### config.mk
export PLATFORM = sky130hd
export DESIGN_NAME = vga_text_writer
export DESIGN_NICKNAME = d
export VERILOG_FILES = /design/src/rtl/vga_text_writer.sv
export SDC_FILE = /design/constraint.sdc
export NUM_CORES = 1
export LEC_CHECK = 0
export CAP_MARGIN = 0
export CORE_MARGIN = 8
export CORE_UTILIZATION = 50
export DETAILED_ROUTE_END_ITERATION = 10
export PLACE_DENSITY = 0.82
export SLEW_MARGIN = 20
export SYNTH_ARGS = -nofsm -noshare
export SYNTH_HDL_FRONTEND = slang
export SYNTH_SLANG_ARGS = --single-unit
### constraint.sdc
create_clock -name clk -period 2.6 [get_ports clk]
set_clock_uncertainty 0.1 [all_clocks]
set_input_delay 0.52 -clock clk [delete_from_list [all_inputs] [get_ports clk]]
set_output_delay 0.52 -clock clk [all_outputs]
set_load 0.005 [all_outputs]
### src/rtl/vga_text_writer.sv
// vga_text_writer
//   Producer side of the 80x30 text-buffer write port. Takes a byte stream
//   over valid/ready, tracks a cursor and turns printable bytes and control
//   codes (LF, CR, BS, FF) into single-cell buffer writes. Advancing to a new
//   row blanks that row. Form feed blanks the whole screen.
//
//   Ports:
//     clk, rst_n            clock, asynchronous active-low reset
//     char_valid/char_data  byte stream in (source holds data until accepted)
//     char_ready            high only when idle and able to take a byte
//     wen/w_addr/w_data     buffer write port, one cell per cycle
//     cursor_x/cursor_y     current cursor column/row
//
//   Optional feature: define VGA_TEXT_WRITER_INIT_CLEAR_EN to blank the whole
//   buffer after every reset release before the first byte is accepted.
module vga_text_writer #(
    parameter int         COLS   = 80,
    parameter int         ROWS   = 30,
    parameter int         ADDR_W = 12,
    parameter logic [7:0] BLANK  = 8'h20
) (
    input  logic              clk,
    input  logic              rst_n,
    input  logic              char_valid,
    input  logic [7:0]        char_data,
    output logic              char_ready,
    output logic              wen,
    output logic [ADDR_W-1:0] w_addr,
    output logic [7:0]        w_data,
    output logic [6:0]        cursor_x,
    output logic [4:0]        cursor_y
);

    typedef enum logic [1:0] {IDLE, CLR_LINE, CLR_ALL} state_t;

    localparam logic [ADDR_W-1:0] COLS_A   = ADDR_W'(COLS);
    localparam logic [ADDR_W-1:0] COLS_M1  = ADDR_W'(COLS - 1);
    localparam logic [ADDR_W-1:0] CELLS_M1 = ADDR_W'(ROWS * COLS - 1);
    localparam logic [6:0]        COL_LAST = 7'(COLS - 1);
    localparam logic [4:0]        ROW_LAST = 5'(ROWS - 1);

`ifdef VGA_TEXT_WRITER_INIT_CLEAR_EN
    // Leaving reset straight into a full-screen clear.
    localparam state_t RST_STATE = CLR_ALL;
`else
    localparam state_t RST_STATE = IDLE;
`endif

    state_t            state_q;
    logic              ready_q;
    logic              wen_q;
    logic [ADDR_W-1:0] addr_q;
    logic [7:0]        data_q;
    logic [6:0]        col_q;
    logic [4:0]        row_q;
    logic [ADDR_W-1:0] row_base_q;  // row_q*COLS, kept incrementally
    logic [ADDR_W-1:0] clr_cnt_q;

    logic [ADDR_W-1:0] cur_addr;
    logic [ADDR_W-1:0] adv_base;
    logic [4:0]        adv_row;
    logic              accept;
    logic              printable;

    always_comb begin
        cur_addr  = row_base_q + ADDR_W'(col_q);
        adv_row   = (row_q == ROW_LAST) ? 5'd0 : row_q + 5'd1;
        adv_base  = (row_q == ROW_LAST) ? '0 : row_base_q + COLS_A;
        accept    = char_valid && ready_q;
        printable = (char_data >= 8'h20) && (char_data <= 8'h7E);
    end

    always_ff @(posedge clk or negedge rst_n) begin
        if (!rst_n) begin
            state_q    <= RST_STATE;
            ready_q    <= 1'b0;
            wen_q      <= 1'b0;
            addr_q     <= '0;
            data_q     <= '0;
            col_q      <= '0;
            row_q      <= '0;
            row_base_q <= '0;
            clr_cnt_q  <= '0;
        end else begin
            wen_q   <= 1'b0;
            ready_q <= 1'b0;
            case (state_q)
                IDLE: begin
                    // Ready rises one cycle after any clear finishes.
                    ready_q <= 1'b1;
                    if (accept) begin
                        if (printable) begin
                            wen_q  <= 1'b1;
                            addr_q <= cur_addr;
                            data_q <= char_data;
                            if (col_q != COL_LAST) begin
                                col_q <= col_q + 7'd1;
                            end else begin
                                // Wrap: clear of the new row follows the char write.
                                col_q      <= '0;
                                row_q      <= adv_row;
                                row_base_q <= adv_base;
                                clr_cnt_q  <= '0;
                                state_q    <= CLR_LINE;
                                ready_q    <= 1'b0;
                            end
                        end else begin
                            case (char_data)
                                8'h0A: begin
                                    // First blank of the new row goes out now.
                                    col_q      <= '0;
                                    row_q      <= adv_row;
                                    row_base_q <= adv_base;
                                    wen_q      <= 1'b1;
                                    addr_q     <= adv_base;
                                    data_q     <= BLANK;
                                    clr_cnt_q  <= ADDR_W'(1);
                                    state_q    <= CLR_LINE;
                                    ready_q    <= 1'b0;
                                end
                                8'h0D: col_q <= '0;
                                8'h08: begin
                                    if (col_q != 7'd0) begin
                                        col_q  <= col_q - 7'd1;
                                        wen_q  <= 1'b1;
                                        addr_q <= cur_addr - ADDR_W'(1);
                                        data_q <= BLANK;
                                    end
                                end
                                8'h0C: begin
                                    col_q      <= '0;
                                    row_q      <= '0;
                                    row_base_q <= '0;
                                    clr_cnt_q  <= '0;
                                    state_q    <= CLR_ALL;
                                    ready_q    <= 1'b0;
                                end
                                default: ;  // dropped
                            endcase
                        end
                    end
                end
                CLR_LINE: begin
                    wen_q     <= 1'b1;
                    addr_q    <= row_base_q + clr_cnt_q;
                    data_q    <= BLANK;
                    clr_cnt_q <= clr_cnt_q + ADDR_W'(1);
                    if (clr_cnt_q == COLS_M1) state_q <= IDLE;
                end
                CLR_ALL: begin
                    wen_q     <= 1'b1;
                    addr_q    <= clr_cnt_q;
                    data_q    <= BLANK;
                    clr_cnt_q <= clr_cnt_q + ADDR_W'(1);
                    if (clr_cnt_q == CELLS_M1) state_q <= IDLE;
                end
                default: state_q <= IDLE;
            endcase
        end
    end

    assign char_ready = ready_q;
    assign wen        = wen_q;
    assign w_addr     = addr_q;
    assign w_data     = data_q;
    assign cursor_x   = col_q;
    assign cursor_y   = row_q;

endmodule

; ---- Yosys cells after proc, flatten, opt, wreduce, memory -nomap -nowiden
; Index checks and enable logic that the tools add are counted.
[op_classes]
n_mux = 44
add_sub_neg = 8
order_cmp = 2
n_reduce_logical = 17
n_eq_ne = 19
[op_table]
columns = op, n
row1 = 12-bit 2-to-1 mux, 9
row2 = 12-bit one-hot mux with 2 select lines, 4
row3 = 12-bit one-hot mux with 3 select lines, 1
row4 = 8-bit by 4-bit == test with 1-bit output (second input constant), 4
row5 = 8-bit one-hot mux with 2 select lines, 2
row6 = 8-bit 2-to-1 mux, 3
row7 = 7-bit 2-to-1 mux, 3
row8 = 4-bit AND reduction, 5
row9 = 5-bit 2-to-1 mux, 3
row10 = 7-bit one-hot mux with 2 select lines, 1
row11 = 12-bit by 1-bit adder with 12-bit output (second input constant), 1
row12 = 12-bit adder, 1
row13 = 12-bit by 7-bit adder with 12-bit output, 1
row14 = 12-bit by 7-bit adder with 12-bit output (second input constant), 1
row15 = 12-bit == test (second input constant), 1
row16 = 12-bit by 7-bit == test with 1-bit output (second input constant), 1
row17 = 12-bit by 1-bit subtractor with 12-bit output (second input constant), 1
row18 = 2-bit 2-to-1 mux, 5
row19 = 5-bit one-hot mux with 2 select lines, 1
row20 = 3-bit nonzero test, 3
row21 = 8-bit by 6-bit greater-or-equal comparator with 1-bit output (second input constant), 1
row22 = 8-bit by 7-bit less-or-equal comparator with 1-bit output (second input constant), 1
row23 = 1-bit 2-to-1 mux, 8
row24 = 2-bit inequality test (second input constant), 4
row25 = other kinds (20), 25
[totals]
regBits = 60
elab_cells = 99

; ---- Depth between registers and ports, before layout
; Gate-level depths: netlist of the first run.
[logic_depth]
depth_word = 7
mapped_depth = 10
ltp_nobuf = 10

; ---- Least setup slack after synthesis of the first run
; OpenSTA, ideal clock, no wires.
[synth_timing]
path_kind = reg2reg
from = register col_q[0], in the netlist cursor_x[0]
to = register addr_q[9], in the netlist w_addr[9]
setup_time_ns = 0.126
path_stages_with_launch = 11
setup_slack_ns = -0.142
arrival_ns = 2.516
n_path_buf = 0
path_cell_list = dfrtp_1 > ha_1 > inv_1 > fa_1 > nand2b_1 > a21oi_1 > xor2_1 > nor3_1 > nor4b_1 > nor4bb_1 > o32a_1
[synth_between]
elab_chain_len = 7
elab_cells_between_ends = 10
cone_classes = 2 x add/sub / 1 x eq/ne / 5 x mux / 2 x reduce/logical
[synth_lines]
columns = element, line_no
row1 = start: declaration, 54  ; logic [6:0] col_q;
row2 = start signal: assignment, 97  ; col_q <= col_q + 7'd1;
row3 = start signal: assignment, 124  ; col_q <= col_q - 7'd1;
row4 = 12-bit by 7-bit adder with 12-bit output, 66  ; cur_addr = row_base_q + ADDR_W'(col_q);
row5 = 12-bit by 1-bit subtractor with 12-bit output, 126  ; addr_q <= cur_addr - ADDR_W'(1);
row6 = 12-bit 2-to-1 mux, 123  ; if (col_q != 7'd0) begin
row7 = 12-bit one-hot mux with 2 select lines, 108  ; case (char_data)
row8 = 12-bit 2-to-1 mux, 92  ; if (printable) begin
row9 = 12-bit 2-to-1 mux, 91  ; if (accept) begin
row10 = 12-bit one-hot mux with 3 select lines, 87  ; case (state_q)
row11 = end signal: assignment, 94  ; addr_q <= cur_addr;
row12 = end signal: assignment, 115  ; addr_q <= adv_base;
row13 = end signal: assignment, 126
row14 = end: declaration, 52  ; logic [ADDR_W-1:0] addr_q;
; Parallel ways exist; a longest one is shown, timed or not. The select of a mux whose other input is x is not followed.
; A chain may end at the register's enable or synchronous reset.

; ---- Worst setup path in the final report of the first run
[layout_timing]
from = register col_q[4], in the netlist cursor_x[4]
to = register addr_q[9], in the netlist w_addr[9]
; Same word-level chain as after synthesis.

==> results_dict.tcl, run 1 <==
set metrics [dict create \
    nets 798 \
    slew_headroom 0.530 \
    worst_slew_pin_slew_ns 0.706 \
    hold_class "in2async" \
    max-cap-violations 0 \
    wl_per_cell_um 18.8 \
    synthFlopType "dfrtp_1" \
    die_area_um2 13300 \
    violations "setup timing" \
    drtIter0Drc 541 \
    syn_nets 659 \
    critical_path.slowest_cell "ha_2" \
    fin_crit_sh 1.06 \
    grt_overflow_total 0 \
    worstSetupPathType "reg2reg" \
    wl_um 16800 \
    crit_path_end_kind "register" \
    htreeDepth 3 \
    start_util 0.510 \
    power.leakage_nw 3.09 \
    clock_path_buffers 2 \
    status "complete, but fails checks" \
    fillers 731 \
    drc 0 \
    start_kind "register" \
    peakVddDrop_mv 0.219 \
    dr_total_vias 5640 \
    cp.required_ns 2.74 \
    clk_latency_ns 0.36 \
    final-hold-violation-count 0 \
    antenna_cells 0 \
    power.density_nw_per_um2 282 \
    pre_cts_ws_ns -0.622 \
    fmaxAchievable_ghz 0.362 \
    synthCells 617 \
    numPortBuffers 44 \
    period_needed_ns 2.76 \
    drive_above_1_share 0.254 \
    netlist_area_um2 4930 \
    critPathMaxStageDelay_ns 0.45 \
    synth_compound_gate_area_share 0.263 \
    crit_path_cell_trace "ha_2 > o211ai_1 > o211ai_1 > nand2_1 > xnor2_1 > nor4b_2 > nor4bb_1 > o32a_1" \
    yosys-top-cells-area "dfrtp_1 (30%), ha_1 (7.4%), nand2_1 (5.7%)" \
    synth_edf_count 0 \
    synthToLayoutAreaGrowth_pct 38.8 \
    cts_tree "done" \
    yosysWarnings 0 \
    synth_cell_types 69 \
    worstPathMaxFanout 6 \
    grt_max_degree 35 \
    cts_buffers 9 \
    muxShareOfSynthArea 0.0208 \
    root_buffer "clkbuf_8" \
    synth_top_family_by_area "compound AO/OA/AOI/OAI gates" \
    place_hpwl_um 11900 \
    synth-xor-area-share 0.0461 \
    finalHoldWorstSlack_ns 0.0818 \
    seqCellArea_um2 1500 \
    pin_count 45 \
    grt_pass1_vias 5494 \
    setup_slack_ns -0.163 \
    grt_usage 0.254 \
    cts_sinks 60 \
    synth_sequential_area_ratio 0.304 \
    path_clk_slew_ns 0.08 \
    grt_setup_unrepaired "yes" \
    yosysTopAreaCell "dfrtp_1" \
    setup_violations 7 \
    die_w_um 115 \
    antenna_left 0 \
    grt_pass1_wl_um 26800 \
    yosys.area.top_type_share 0.304 \
    viasPerCell 6.31 \
    yosys.area_share.simple 0.239 \
    r2r_setup_slack_ns -0.16 \
    coreArea_um2 9680 \
    avgSynthCellArea_um2 8.00 \
    cpMostUsedCell "o211ai_1" \
    ys_seq_elements 60 \
    critPathArrivalTime_ns 2.90 \
    firstDrtPassIters 7 \
    globalplace.congestion 0.943 \
    maxSlewViolCount 0 \
    num_rows 36 \
    async_reset_ff_frac 1.00 \
    multi_input_area_um2 3500 \
    die_height_um 115 \
    antenna_found_initial 0 \
    synth_fa_ha_area_frac 0.0816 \
]
-- final timing paths --
| kind | startpoint | to | cells past startpoint |
|---|---|---|---|
| min in group clk | w_data[3]$_DFFE_PN0P_ | w_data[3]$_DFFE_PN0P_ | 2 |
| setup reg to reg | cursor_x[4]$_DFFE_PN0P_ | w_addr[9]$_DFFE_PN0P_ | 8 |
| hold reg to reg | w_data[3]$_DFFE_PN0P_ | w_data[3]$_DFFE_PN0P_ | 2 |
| hold / removal | rst_n | cursor_x[5]$_DFFE_PN0P_ | 1 |
| setup / recovery | cursor_x[4]$_DFFE_PN0P_ | w_addr[9]$_DFFE_PN0P_ | 8 |
| max in group asynchronous | rst_n | row_base_q[7]$_DFFE_PN0P_ | 2 |
-- report_power, final --
| part | switching [mW] | internal [mW] |
|---|---|---|
| logic | 0.0695 | 0.0493 |
| clock network | 0.414 | 0.466 |
| registers | 0 | 0.933 |
| total | 0.483 | 1.45 |
-- metal layers --
layer	vias to the layer above	GRT usage	wire length, µm
li1	2564	-	-
met1	2699	0.293	6560
met2	291	0.423	7900
met3	86	0.0499	1410
met4	0	0.161	947
met5	-	0	0
-- what timing repair did --
action	CTS	global route
setup endpoints to repair	39	19
pin swaps	31	20
gates resized for setup	43	23
setup buffers	14	1
hold buffers	0	0
-- per-stage QoR --
step	util	cell area, µm²	power, mW	cells	TNS (ns)
final	0.707	6850	1.93	894	-0.523
after global routing	0.707	6850	2.00	894	-1.16
after CTS	0.696	6740	1.93	893	-0.287
after detailed placement	0.647	6260	1.07	863	-23.19
after global placement	0.647	6260	1.06	863	-21.81
after floorplan	-	4990	0.989	617	-0.00293
-- synth_stat cells, drive strengths merged (9+ instances only) --
cell,number
xnor2,15
o31ai,16
inv,19
and3,9
a31oi,12
nand2,75
ha,29
nand2b,10
a21oi,36
dfrtp,60
clkbuf,31
nor3,22
o21ai,48
nor2,45
a21o,11
nand3,26
xor2,11
-- sequential cells by signal, summed over array words and instances (netlist names) --
| name | flops |
|---|---|
| wen | 1 |
| char_ready | 1 |
| row_base_q | 12 |
| cursor_y | 5 |
| w_addr | 12 |
| cursor_x | 7 |
| state_q | 2 |
| clr_cnt_q | 12 |
| w_data | 8 |
-- cell families after synthesis --
| logic type | after synthesis |
|---|---|
| compound gates | 194 |
| xor+xnor | 26 |
| fa+ha+maj | 31 |
| buf+inv | 56 |
| flops | 60 |
| mux | 10 |
| simple gates | 240 |
-- critical path, delay by kind of cell (launching register included) --
family | cells | cell delay, ns
compound gates | 3 | 0.79
simple gates | 3 | 0.71
fa+ha+maj | 1 | 0.45
flops | 1 | 0.42
xor+xnor | 1 | 0.18
-- cell usage in the layout, fill, tap and decap left out, drive strengths merged, types with 4 or more instances in the layout --
| master | instances |
|---|---|
| ha | 29 |
| and2 | 6 |
| clkdlybuf4s50 | 38 |
| a31oi | 12 |
| nor4 | 6 |
| a22o | 7 |
| clkbuf | 10 |
| o21ai | 48 |
| o22ai | 5 |
| o211ai | 7 |
| a21oi | 36 |
| nor3b | 4 |
| dlygate4sd2 | 4 |
| buf | 122 |
| nand4 | 8 |
| nand3 | 26 |
| or3 | 5 |
| a211oi | 6 |
| xor2 | 11 |
| o31ai | 16 |
| o21a | 5 |
| nor2 | 45 |
| mux2i | 8 |
| xnor2 | 15 |
| dfrtp | 60 |
| nor3 | 22 |
| nor2b | 6 |
| or2 | 4 |
| a21o | 11 |
| nand2b | 10 |
| nand2 | 75 |
| inv | 19 |
| a221oi | 8 |
| and3 | 9 |
-- final cells by class --
type                    count  share of cell area
clock buffers              10              0.0201
flip-flops and latches     60               0.219
multi-input cells         501               0.511
well taps                 133              0.0243
inverters                  19              0.0104
repair buffers            165               0.206
clock inverters             6             0.00932
(Power assumes the default switching activity.)
==> inputs of run 2 (changes only) <==
--- a/config.mk
+++ b/config.mk
@@ -9,7 +9,7 @@
 export CORE_MARGIN = 8
 export CORE_UTILIZATION = 50
 export DETAILED_ROUTE_END_ITERATION = 10
-export PLACE_DENSITY = 0.82
+export PLACE_DENSITY = 0.79
 export SLEW_MARGIN = 20
 export SYNTH_ARGS = -nofsm -noshare
 export SYNTH_HDL_FRONTEND = slang
==> constraint.sdc (replaced) <==
create_clock -name clk -period 3 [get_ports clk]
set_clock_uncertainty 0.1 [all_clocks]
set_input_delay 0.6 -clock clk [delete_from_list [all_inputs] [get_ports clk]]
set_output_delay 0.6 -clock clk [all_outputs]
set_load 0.005 [all_outputs]
==> results_dict.tcl, run 2 (synthesis results as in run 1) <==
set metrics [dict create \
    status "complete, no violations" \
    antenna_cells 0 \
    drc 0 \
    peakVddDrop_mv 0.190 \
    htreeDepth 3 \
    num_rows 36 \
    cts_setup_buffers 0 \
    wl_um 14900 \
    crit_path_end_kind "register" \
    layout_commonest_cell "nand2_1" \
    postCtsHoldBufs 0 \
    period_needed_ns 2.89 \
    drtIter0Drc 415 \
    fmaxAchievable_ghz 0.346 \
    path_clk_slew_ns 0.08 \
    start_util 0.510 \
    root_buffer "clkbuf_8" \
    dr_total_vias 5150 \
    cts_buffers 9 \
    firstDrtPassIters 5 \
    antenna_found_initial 0 \
    coreArea_um2 9680 \
    grt_max_degree 34 \
    grt_pass1_wl_um 24400 \
    stdcell_area_um2 6160 \
    setup_violations 0 \
    pin_count 45 \
    die_w_um 115 \
    clk_latency_ns 0.36 \
    worstSetupPathType "in2reg" \
    utilization 0.636 \
    globalplace.congestion 0.923 \
    final_cell_mix "nand2_1 (75), buf_4 (64), dfrtp_1 (60)" \
    critPathArrivalTime_ns 3.05 \
    cts_resized 0 \
    numPortBuffers 44 \
    viasPerCell 6.15 \
    hold_class "in2async" \
    cts_sinks 60 \
    wl_per_cell_um 17.8 \
    drive_above_1_share 0.139 \
    die_area_um2 13300 \
    nets 742 \
    power.density_nw_per_um2 284 \
    postPlaceCellArea_um2 5890 \
    place_hpwl_um 11300 \
    worstPathMaxFanout 19 \
    start_kind "input pin" \
    antenna_left 0 \
    clock_path_buffers 2 \
    final-hold-violation-count 0 \
    setup_tns_ns 0 \
    cp.required_ns 3.16 \
    synthToLayoutAreaGrowth_pct 24.8 \
    finalHoldWorstSlack_ns 0.169 \
    grt_overflow_total 0 \
    cts_tree "done" \
    die_height_um 115 \
    fin_crit_sh 0.964 \
    slew_headroom 0.537 \
    maxSlewViolCount 0 \
    power.leakage_nw 2.73 \
    worst_slew_pin_slew_ns 0.694 \
    max-cap-violations 0 \
    grt_usage 0.230 \
    grt_pass1_vias 5071 \
]
[run 2: cell count changes in the layout (fill, tap and decap cells not counted), sizes merged]
cell / change
buf: -56
bufinv: +1
clkbuf: -1
clkdlybuf4s50: +5
clkinv: +1
clkinvlp: -2
dlygate4sd2: -4
dlymetal6s2s: -1
inv: +1
[run 2: critical path, stage by stage]
cell and delay [ns]:
clkdlybuf4s50_1 0.51, or4b_1 0.48, or4_1 0.53, a211o_1 0.34, buf_4 0.22, nand2b_1 0.19
and2_1 0.16
[run 2: path summary, 6_finish.rpt]
kind | from | end | slack (ns) | depth (start not counted)
min | rst_n | cursor_x[5]$_DFFE_PN0P_ | 0.17 | 1
max reg2reg | cursor_x[4]$_DFFE_PN0P_ | w_addr[9]$_DFFE_PN0P_ | 0.13 | 9
max in group asynchronous | rst_n | clr_cnt_q[6]$_DFFE_PN0P_ | 2.01 | 2
min in group clk | w_data[1]$_DFFE_PN0P_ | w_data[1]$_DFFE_PN0P_ | 0.37 | 2
min reg2reg | w_data[1]$_DFFE_PN0P_ | w_data[1]$_DFFE_PN0P_ | 0.37 | 2
max | char_data[3] | row_base_q[2]$_DFFE_PN0P_ | 0.11 | 7
[run 2: area by class of cell]
| class | count | area (µm²) |
|---|---|---|
| clock buffers | 9 | 124 |
| multi-input cells | 501 | 3260 |
| fillers | 845 | 3530 |
| inverters | 19 | 71.3 |
| well taps | 133 | 166 |
| clock inverters | 7 | 100 |
| flip-flops and latches | 60 | 1500 |
| repair buffers | 109 | 936 |
[run 2: power by group]
| group | total [mW] | internal [mW] | switching [mW] |
|---|---|---|---|
| registers | 0.808 | 0.808 | 0 |
| clock network | 0.851 | 0.473 | 0.378 |
| logic | 0.0915 | 0.0365 | 0.0550 |
| total | 1.75 | 1.32 | 0.433 |
[run 2: per-stage QoR]
step           power, mW  cells  setup slack [ns]
4_1_cts             1.75    838            0.0278
3_5_place_dp       0.914    822            -0.284
6_report            1.75    838             0.107
5_1_grt             1.79    838          -0.00325
2_1_floorplan      0.856    617             0.258
3_3_place_gp       0.912    822            -0.239
[run 2: metal layers]
layer	wire length, µm	track usage	up-vias
met5	0	0	-
met4	532	0.108	0
met3	929	0.0473	52
met2	6980	0.380	216
met1	6460	0.282	2429
li1	-	-	2453
